--- config.mk ---
export PLATFORM = sky130hd
export DESIGN_NAME = seg7_scan_driver_flat
export DESIGN_NICKNAME = d
export VERILOG_FILES = /design/src/rtl/seg7_pkg.sv /design/src/rtl/seg7_scan_driver_if.sv /design/src/rtl/seg7_decode.sv /design/src/rtl/seg7_scan_driver.sv /design/src/flat_wrapper.sv
export SDC_FILE = /design/constraint.sdc
export NUM_CORES = 1
export LEC_CHECK = 0
export CAP_MARGIN = 10
export CORE_AREA = 4 4 83 85
export CTS_CLUSTER_DIAMETER = 60
export DETAILED_ROUTE_END_ITERATION = 6
export DIE_AREA = 0 0 87 89
export GPL_ROUTABILITY_DRIVEN = 0
export PLACE_DENSITY = 0.73
export SYNTH_ARGS = -nofsm -noshare
export SYNTH_HDL_FRONTEND = slang
export SYNTH_SLANG_ARGS = --single-unit
--- constraint.sdc ---
create_clock -name clk -period 2.6 [get_ports clk]
set_clock_uncertainty 0.15 [all_clocks]
set_input_delay 0.52 -clock clk [delete_from_list [all_inputs] [get_ports clk]]
set_output_delay 0.52 -clock clk [all_outputs]
set_load 0.01 [all_outputs]
--- src/rtl/seg7_pkg.sv ---
// seg7_pkg: shared constants and helpers for the seven-segment scan driver.
//   SEG_BLANK     : a-g pattern with every segment off
//   SEG_HEX[n]    : a-g pattern ({a,b,c,d,e,f,g}, 1 = lit) for code n = 0..F
//   seg7_polarity : maps an active-high {a..g,dp} byte to pin polarity
package seg7_pkg;

    localparam logic [6:0] SEG_BLANK = 7'b0000000;

    // Index 0 is the rightmost element, so SEG_HEX[n] is the glyph for n.
    localparam logic [15:0][6:0] SEG_HEX = {
        7'b1000111,  // F
        7'b1001111,  // E
        7'b0111101,  // d
        7'b1001110,  // C
        7'b0011111,  // b
        7'b1110111,  // A
        7'b1111011,  // 9
        7'b1111111,  // 8
        7'b1110000,  // 7
        7'b1011111,  // 6
        7'b1011011,  // 5
        7'b0110011,  // 4
        7'b1111001,  // 3
        7'b1101101,  // 2
        7'b0110000,  // 1
        7'b1111110   // 0
    };

    // Common-anode parts sink segment current, so a lit segment is a 0 on the pin.
    function automatic logic [7:0] seg7_polarity(input logic [7:0] raw, input bit common_anode);
        return common_anode ? ~raw : raw;
    endfunction

endpackage

--- src/rtl/seg7_scan_driver_if.sv ---
// seg7_scan_driver_if: datapath-side controls and display-side pins of the
// scan driver.
//   en, load, digits_in, dp_in, blink_in : from the BCD datapath
//   segments, digit_sel, frame_tick      : to the display / frame consumers
// master = the block driving the controls, slave = the scan driver.
interface seg7_scan_driver_if #(
    parameter int N_DIGITS = 4
);
    logic                    en;
    logic                    load;
    logic [4*N_DIGITS-1:0]   digits_in;
    logic [N_DIGITS-1:0]     dp_in;
    logic [N_DIGITS-1:0]     blink_in;
    logic [7:0]              segments;
    logic [N_DIGITS-1:0]     digit_sel;
    logic                    frame_tick;

    modport master (
        output en, load, digits_in, dp_in, blink_in,
        input  segments, digit_sel, frame_tick
    );

    modport slave (
        input  en, load, digits_in, dp_in, blink_in,
        output segments, digit_sel, frame_tick
    );
endinterface

--- src/rtl/seg7_decode.sv ---
// seg7_decode: combinational nibble to {a..g} (active-high).
//   i_nibble : code to display
//   o_seg    : a-g pattern; codes above 9 are blank unless HEX_MODE=1
module seg7_decode
    import seg7_pkg::*;
#(
    parameter bit HEX_MODE = 1'b0
) (
    input  logic [3:0] i_nibble,
    output logic [6:0] o_seg
);

    always_comb begin
        o_seg = SEG_BLANK;
        if (HEX_MODE || (i_nibble <= 4'd9))
            o_seg = SEG_HEX[i_nibble];
    end

endmodule

--- src/rtl/seg7_scan_driver.sv ---
// seg7_scan_driver: time-multiplexed N-digit seven-segment driver.
//   clk, rst : system clock, asynchronous active-high reset
//   bus      : slave side of seg7_scan_driver_if
//              (en, load, digits_in, dp_in, blink_in in;
//               segments, digit_sel, frame_tick out, all registered)
// One digit is driven per SCAN_DIV-cycle slot; the first GUARD cycles of each
// slot keep every digit off so the previous pattern cannot ghost.
module seg7_scan_driver
    import seg7_pkg::*;
#(
    parameter int unsigned N_DIGITS         = 4,
    parameter int unsigned SCAN_DIV         = 50000,
    parameter int unsigned GUARD            = 2,
    parameter int unsigned BLINK_LOG2       = 6,
    parameter bit          COMMON_ANODE     = 1'b1,
    parameter bit          DIGIT_ACTIVE_LOW = 1'b1,
    parameter bit          HEX_MODE         = 1'b0,
    parameter bit          BLANK_LZ         = 1'b1
) (
    input  logic              clk,
    input  logic              rst,
    seg7_scan_driver_if.slave bus
);

    localparam int unsigned SW = (N_DIGITS > 1) ? $clog2(N_DIGITS) : 1;
    localparam int unsigned PW = $clog2(SCAN_DIV);
    localparam int unsigned BW = BLINK_LOG2;

    localparam logic [PW-1:0]       PRE_LAST  = PW'(SCAN_DIV - 1);
    localparam logic [SW-1:0]       SLOT_LAST = SW'(N_DIGITS - 1);
    localparam logic [7:0]          SEG_OFF   = seg7_polarity(8'h00, COMMON_ANODE);
    localparam logic [N_DIGITS-1:0] SEL_OFF   = DIGIT_ACTIVE_LOW ? {N_DIGITS{1'b1}} : '0;

    // Shadow copy so a multi-digit value is always displayed coherently.
    logic [N_DIGITS-1:0][3:0] r_digits;
    logic [N_DIGITS-1:0]      r_dp;
    logic [N_DIGITS-1:0]      r_blink;

    logic [PW-1:0] r_pre;
    logic [SW-1:0] r_slot;
    logic [BW-1:0] r_frame;
    logic          r_phase;

    logic [7:0]          r_seg;
    logic [N_DIGITS-1:0] r_sel;
    logic                r_tick;

    logic                w_pre_last;
    logic                w_slot_last;
    logic                w_guard;
    logic [N_DIGITS-1:0] w_upper_zero;
    logic [3:0]          w_nib;
    logic                w_lz;
    logic                w_blank;
    logic [6:0]          w_abcg;
    logic [7:0]          w_raw;
    logic [N_DIGITS-1:0] w_onehot;

    always_ff @(posedge clk or posedge rst) begin
        if (rst) begin
            r_digits <= '0;
            r_dp     <= '0;
            r_blink  <= '0;
        end else if (bus.load) begin
            r_digits <= bus.digits_in;
            r_dp     <= bus.dp_in;
            r_blink  <= bus.blink_in;
        end
    end

    assign w_pre_last  = (r_pre == PRE_LAST);
    assign w_slot_last = (r_slot == SLOT_LAST);

    always_ff @(posedge clk or posedge rst) begin
        if (rst) begin
            r_pre   <= '0;
            r_slot  <= '0;
            r_frame <= '0;
            r_phase <= 1'b0;
        end else if (!bus.en) begin
            r_pre   <= '0;
            r_slot  <= '0;
            r_frame <= '0;
            r_phase <= 1'b0;
        end else begin
            r_pre <= w_pre_last ? '0 : r_pre + 1'b1;
            if (w_pre_last) begin
                r_slot <= w_slot_last ? '0 : r_slot + 1'b1;
                if (w_slot_last) begin
                    r_frame <= r_frame + 1'b1;
                    // Toggle on frame-counter overflow: phase period is 2^(BW+1) frames.
                    if (&r_frame)
                        r_phase <= ~r_phase;
                end
            end
        end
    end

    // w_upper_zero[i]: digits i..N-1 are all zero, i.e. digit i is a leading zero.
    for (genvar gi = 0; gi < N_DIGITS; gi++) begin : g_lz
        assign w_upper_zero[gi] = (r_digits[N_DIGITS-1:gi] == '0);
    end

    assign w_nib   = r_digits[r_slot];
    assign w_lz    = BLANK_LZ && (r_slot != '0) && w_upper_zero[r_slot];
    assign w_blank = (r_blink[r_slot] & r_phase) | w_lz;

    seg7_decode #(.HEX_MODE(HEX_MODE)) u_decode (
        .i_nibble (w_nib),
        .o_seg    (w_abcg)
    );

    // Out-of-range codes blank only a-g (via the decoder); dp survives there.
    assign w_raw    = w_blank ? 8'h00 : {w_abcg, r_dp[r_slot]};
    assign w_onehot = N_DIGITS'(1) << r_slot;
    assign w_guard  = (r_pre < PW'(GUARD));

    always_ff @(posedge clk or posedge rst) begin
        if (rst) begin
            r_seg  <= SEG_OFF;
            r_sel  <= SEL_OFF;
            r_tick <= 1'b0;
        end else if (!bus.en) begin
            r_seg  <= SEG_OFF;
            r_sel  <= SEL_OFF;
            r_tick <= 1'b0;
        end else begin
            r_seg  <= seg7_polarity(w_raw, COMMON_ANODE);
            r_sel  <= w_guard ? SEL_OFF : (DIGIT_ACTIVE_LOW ? ~w_onehot : w_onehot);
            r_tick <= w_pre_last & w_slot_last;
        end
    end

    assign bus.segments   = r_seg;
    assign bus.digit_sel  = r_sel;
    assign bus.frame_tick = r_tick;

endmodule

--- src/flat_wrapper.sv ---
// flat-port wrapper written by rule: the top's interface ports become plain ports
module seg7_scan_driver_flat import seg7_pkg::*;
#(
    parameter int unsigned N_DIGITS         = 4,
    parameter int unsigned SCAN_DIV         = 50000,
    parameter int unsigned GUARD            = 2,
    parameter int unsigned BLINK_LOG2       = 6,
    parameter bit          COMMON_ANODE     = 1'b1,
    parameter bit          DIGIT_ACTIVE_LOW = 1'b1,
    parameter bit          HEX_MODE         = 1'b0,
    parameter bit          BLANK_LZ         = 1'b1
)
  (clk, rst, bus_en, bus_load, bus_digits_in, bus_dp_in, bus_blink_in, bus_segments, bus_digit_sel, bus_frame_tick);
  seg7_scan_driver_if #(.N_DIGITS(N_DIGITS)) bus_i ();
  input  logic clk;
  input  logic rst;
  input wire logic [$bits(bus_i.en)-1:0] bus_en;
  input wire logic [$bits(bus_i.load)-1:0] bus_load;
  input wire logic [$bits(bus_i.digits_in)-1:0] bus_digits_in;
  input wire logic [$bits(bus_i.dp_in)-1:0] bus_dp_in;
  input wire logic [$bits(bus_i.blink_in)-1:0] bus_blink_in;
  output wire logic [$bits(bus_i.segments)-1:0] bus_segments;
  output wire logic [$bits(bus_i.digit_sel)-1:0] bus_digit_sel;
  output wire logic [$bits(bus_i.frame_tick)-1:0] bus_frame_tick;
  assign bus_i.en = bus_en;
  assign bus_i.load = bus_load;
  assign bus_i.digits_in = bus_digits_in;
  assign bus_i.dp_in = bus_dp_in;
  assign bus_i.blink_in = bus_blink_in;
  assign bus_segments = bus_i.segments;
  assign bus_digit_sel = bus_i.digit_sel;
  assign bus_frame_tick = bus_i.frame_tick;
  seg7_scan_driver #(.N_DIGITS(N_DIGITS), .SCAN_DIV(SCAN_DIV), .GUARD(GUARD), .BLINK_LOG2(BLINK_LOG2), .COMMON_ANODE(COMMON_ANODE), .DIGIT_ACTIVE_LOW(DIGIT_ACTIVE_LOW), .HEX_MODE(HEX_MODE), .BLANK_LZ(BLANK_LZ)) u_core (.clk(clk), .rst(rst), .bus(bus_i));
endmodule
======== After elaboration in Yosys (flattened, before gate mapping) ========
Memories as Yosys holds them, arrays and structs flattened.
Cells that the tools add are included.
word-level totals
  memories kept ........................... 1
  flip-flop bits (word level) ............. 62
  output and inout port bits .............. 13
  bits in read-only memories .............. 112
cells by class
  mux-type cells .......................... 27
  reduce and logical (&&, ||, !) cells .... 9
  $lt $le $gt $ge ......................... 4
  shifts and indexed selects .............. 1
  eq/ne operators ......................... 5
  add/sub/neg operators ................... 3
  bitwise logic cells ..................... 6
memory list
  name              depth  bits a word  read ports  clocked after Yosys merged registers in  write ports  RTL line           RTL
  (name not given)  16     7            1           0                                        0            seg7_decode.sv:16  o_seg = SEG_HEX[i_nibble];
operator list
  kind                   number
  $mux 16                2
  $mux 6                 3
  $add 16x1->16 const B  1
  $eq 16x16->1 const B   1
  $logic_not 16->1       1
  $lt 16x2->1 const B    1
  $mux 8                 2
  $mux 7                 2
  $logic_not 12->1       1
  $mux 4                 3
  $bmux 4 s2             1
  $logic_not 8->1        1
  $mux 1                 8
  $not 8->8              1
  $add 6x1->6 const B    1
  $bmux 1 s2             3
  $mux 2                 3
  $ne 2x1->1 const B     3
  $reduce_and 6->1       1
  $lt 4x5->1 const B     1
  $le 4x4->1 const B     1
  $logic_not 4->1        1
  $not 4->4              1
  $shl 1x2->4 const A    1
  other kinds (10)       11

======== Depth between registers and ports, before layout ========
  word-level depth ........................ 8
  depth in mapped cells ................... 8
  depth with buffers taken out ............ 7

======== Cells and area by module ========
Synthesis repeated with hierarchy kept, for this count alone.
unflattened totals
  cell total of the unflattened synthesis .. 272
  area total of the unflattened synthesis .. 3124.2 µm²
modules (own cells, without submodules)
  module            cells an instance  area an instance (µm²)  sequential area each (µm²)  instances
  seg7_scan_driver  242                2852.7                  1566.5                      1
  seg7_decode       30                 271.5                   0.0                         1

======== Worst setup path before layout ========
OpenSTA, ideal clock, no wires.
  kind .................................... flip-flop to flip-flop
  start ................................... register u_core.r_slot[1]
  end ..................................... register u_core.r_seg[3], in the netlist u_core.bus.segments[3]
  setup time .............................. 81 ps
  arrival time ............................ 2132 ps
  clock period less this slack ............ 2363 ps
  stages on the path, launching flop included .. 8
  setup slack ............................. 237 ps
  cells stage by stage .................... dfrtp_1 > clkbuf_1 > inv_1 > ha_1 > or4_1 > a2111oi_0 > a211oi_2 > o211ai_1
between the ends
  longest elaborated chain between the ends .. 8
  elaborated cells between the ends (all ways) .. 17
  those cells by class .................... order compare (1); mux (10); bitwise (3); reduce/logical (2); memory (1)
ends and longest elaborated chain
  element                       RTL line                 RTL
  start, declared               seg7_scan_driver.sv:40   logic [SW-1:0] r_slot;
  start signal, assigned        seg7_scan_driver.sv:88   r_slot <= w_slot_last ? '0 : r_slot + 1'b1;
  $bmux 4 s2                    seg7_scan_driver.sv:104  assign w_nib = r_digits[r_slot];
  $mux 4 (not written as such)  seg7_scan_driver.sv:104
  $mem_v2 16x7                  n/a
  $mux 7 (not written as such)  seg7_decode.sv:16
  $mux 7                        seg7_decode.sv:15        if (HEX_MODE || (i_nibble <= 4'd9))
  $mux 8 *                      seg7_scan_driver.sv:114  assign w_raw = w_blank ? 8'h00 : {w_abcg, r_dp[r_slot]};
  $not 8->8 *                   seg7_pkg.sv:31           return common_anode ? ~raw : raw;
  $mux 8 *                      seg7_scan_driver.sv:123  end else if (!bus.en) begin
  end signal, assigned          seg7_scan_driver.sv:128  r_seg <= seg7_polarity(w_raw, COMMON_ANODE);
  end, declared                 seg7_scan_driver.sv:44   logic [7:0] r_seg;
Every way passes the cells marked *; elsewhere a longest branch is shown, timed or not. The select of a mux whose other input is x is not followed.
A chain may end at the register's enable or synchronous reset.

======== Worst setup path in the final report ========
  start ................................... register u_core.r_slot[1]
  end ..................................... register u_core.r_seg[5], in the netlist u_core.bus.segments[5]
Same word-level chain as after synthesis.

==> qor.csv <==
stage;metric;value;unit
status;status;complete, no violations;
global_routing;GRT Overall Usage;16.4;%
layout;number of diodes;0;
timing;Final setup viols;0;
layout;Fill cells;505;
critical_path;crit-path most repeated cell;buf_4;
die;cell row count;29;
routing;vias per cell;5.27;
critical_path;CP Max Fanout;9;
clocking;# H-tree levels;3;
layout;share of cells above drive strength 1;23.9;%
logic_synthesis;Post-Syn Instances;262;
timing;setup tns final;0;ns
critical_path;reg-to-reg critical path startpoint;u_core.r_slot[1];
power_and_ir_drop;Comb power frac;12.4;%
die;core area;6200;um2
logic_synthesis;library cells used by synthesis;40;
logic_synthesis;syn nets;302;
clocking;Post-CTS Hold Buffers;0;
global_routing;initial antenna violation count;0;
logic_synthesis;register bit total from synthesis;62;
critical_path;CP delay by family, top;compound AO/OA/AOI/OAI gates;
routing;per-cell routed wire length;14.3;um
power_and_ir_drop;Clk pwr share;38.4;%
timing;fin crit share;90.8;%
critical_path;worst path cell trace;inv_1, ha_1, or4_1, a2111oi_0, buf_4, a211oi_2, buf_4, o221ai_1;
place;IO buf count;40;
critical_path;CP max stage cell;dfrtp_1;
hold_path;Tightest Hold Check Type;in -> async;
logic_synthesis;predominant post-synthesis flop cell;dfrtp_1;
logic_synthesis;synth warn;0;
timing;Slew HR;65.9;%
die;Initial Util;49.1;%
clocking;TritonCTS clock tree;done;
global_routing;total gr overflow;0;
clocking;clk slew on worst S/H paths;0.07;ns
critical_path;crit path DAT;2.45;ns
routing;Post-route DRC;0;
clocking;Skew-Pair Late Insertion Delay;0.33;ns
routing;antenna-violating nets left;0;
routing;drt pass-1 iters;6;
layout;nets@finish;353;
clocking;CTS root buf;clkbuf_8;
power_and_ir_drop;maximum vdd drop;0.000506;V
logic_synthesis;EDFF count, synth;0;
layout;Reg area;1570;um2
routing;final wirelength;5.65;mm
die;die area;7740;um2
die;Die W;87;um
critical_path;Bufs and invs on worst path;3;
global_routing;first-pass GRT wire length;9.77;mm
critical_path;Worst path max stage delay;0.52;ns
timing;RSZ-0062 raised after global routing;false;
clocking;clock sink total;62;
global_routing;vias in the first global route;2108;
power_and_ir_drop;internal power;1.63;mW
place;post-DP HPWL;4.21;mm
power_and_ir_drop;Sw Pwr;0.544;mW
critical_path;crit path launch type;flop;
critical_path;Setup Crit Path Kind;reg -> reg;
power_and_ir_drop;PD cells;576;nW/um2
critical_path;crit path launch;u_core.r_slot[1];
timing;Final min period;2.36;ns
power_and_ir_drop;Leak;1.64;nW
layout;area of the multi-input gates;1390;um2
timing;Hold Violations, Final;0;
routing;First DRT Iteration DRCs;73;
logic_synthesis;Seq/Total Area, Yosys;51.4;%
critical_path;Crit. End Element;flop;
critical_path;Crit path required time;2.69;ns
power_and_ir_drop;switch share;25.1;%
routing;via count;2080;
clocking;worst-case clock buffer depth;2;
job;Max-cap violations;0;
die;IO Count;41;
die;Die Height;89;um
timing;Hold WS;0.305;ns
logic_synthesis;Synth async-reset ratio;100;%
layout;P&R area growth vs syn;23.7;%
clocking;clock buffer count from CTS;9;
global_routing;largest net degree at the start of global routing;25;
timing;worst slew pin tran;0.510;ns
timing;fmax;423;MHz
power_and_ir_drop;Seq pwr share;49.2;%
timing;Max Slew Vio Count;0;
logic_synthesis;Mapped Area;3050;um2
logic_synthesis;Post-Syn Area per Cell;11.6;um2
[state kept, by name, indices dropped and copies added, names as in the netlist]
signal                 flops
u_core.r_frame             6
u_core.r_digits           16
u_core.r_blink             4
u_core.r_pre              16
u_core.r_dp                4
u_core.r_slot              2
u_core.bus.frame_tick      1
u_core.bus.digit_sel       4
u_core.r_phase             1
u_core.bus.segments        8
[worst paths after layout]
kind	endpoint	slack [ns]	depth (start not counted)
worst max-delay path	u_core.bus.segments[5]	0.24	8
max in group asynchronous	u_core.bus.segments[6]	1.40	3
worst min-delay path	u_core.r_pre[2]	0.31	2
min in group clk	u_core.r_pre[0]	0.31	1
worst max register to register	u_core.bus.segments[5]	0.24	8
worst min register to register	u_core.r_pre[0]	0.31	1
[Yosys cell counts (2+ instances only)]
cell type | n | area share [%]
nor3_1 | 2 | 0.33
xnor2_1 | 5 | 1.4
o21ai_0 | 6 | 0.99
nand3_1 | 9 | 1.5
dfstp_2 | 12 | 10
mux2i_1 | 6 | 2.0
and3_1 | 6 | 1.2
a21oi_1 | 6 | 0.99
ha_1 | 12 | 4.9
nand2_1 | 28 | 3.4
nor2_1 | 24 | 3.0
xor2_1 | 11 | 3.2
nor4_1 | 5 | 1.0
dfrtp_1 | 50 | 41
and4_1 | 3 | 0.86
mux2_2 | 25 | 9.2
nand4_1 | 6 | 1.2
buf_6 | 2 | 0.74
nand2b_1 | 6 | 1.2
mux4_2 | 6 | 4.4
inv_1 | 8 | 0.99
and2_1 | 2 | 0.41
clkbuf_1 | 5 | 0.62
[metal layers]
layer  vias up  GRT usage [%]  part of all wire (%)
met4         0           9.49                   2.8
met3        15           3.87                   4.1
met5         -              0                     0
met1       990           23.0                    51
met2        52           23.3                    42
li1       1023              -                     -
[cell type report]
cell class,count,area share [%]
sequential,62,41.6
timing repair buffer,49,12.7
tap,77,2.56
inverter,9,0.896
clock buffer,9,3.29
clock inverter,7,1.96
multi-input combinational,182,37.0
[through the flow]
stage	util (%)	power [mW]	instances	worst slack (ns)	area [um2]
final	60.8	2.17	395	0.239	3770
after global routing	60.8	2.27	395	0.0593	3770
after CTS	60.6	2.19	394	0.172	3760
after detailed placement	57.4	1.35	378	0.202	3560
after global placement	57.4	1.35	378	0.229	3560
after floorplan	-	1.23	262	0.237	3050
[kinds of logic (layout without fill, tap and decap cells)]
group	count (synthesis)	after routing	share of synthesized area, %
AO/OA/AOI/OAI	20	20	4.15
XOR/XNOR	16	16	4.60
adder cells (fa/ha/maj)	12	12	4.93
buffers and inverters	18	74	2.87
flip-flops	62	62	51.4
multiplexers	37	37	15.6
AND/OR/NAND/NOR	97	97	16.4
[timing repair]
item                                    CTS  global route
gates resized for setup                   0             1
setup buffers                             0             1
endpoints found under the setup margin    0             4
[power groups by stage]
stage | Sequential, mW | Combinational, mW | Clock, mW
6_report | 1.07 | 0.269 | 0.834
5_1_grt | 1.07 | 0.298 | 0.900
4_1_cts | 1.07 | 0.268 | 0.851
3_5_place_dp | 1.09 | 0.267 | 0
3_3_place_gp | 1.08 | 0.262 | 0
2_1_floorplan | 1.08 | 0.150 | 0
[cells in the final DEF (no fill, tap or decap), types with 3 or more instances in the layout]
cell type	instances
dfstp_2	12
a21oi_1	6
mux4_2	6
xnor2_1	5
inv_1	7
mux2_2	25
nand3_1	9
xor2_1	11
nand4_1	6
and3_1	6
nand2_1	28
clkdlybuf4s50_1	40
dfrtp_1	49
and4_1	3
o21ai_0	6
ha_1	12
nor2_1	24
mux2i_1	6
buf_4	8
nor4_1	5
nand2b_1	6
clkbuf_8	9
Power figures use the tool's default switching activity.
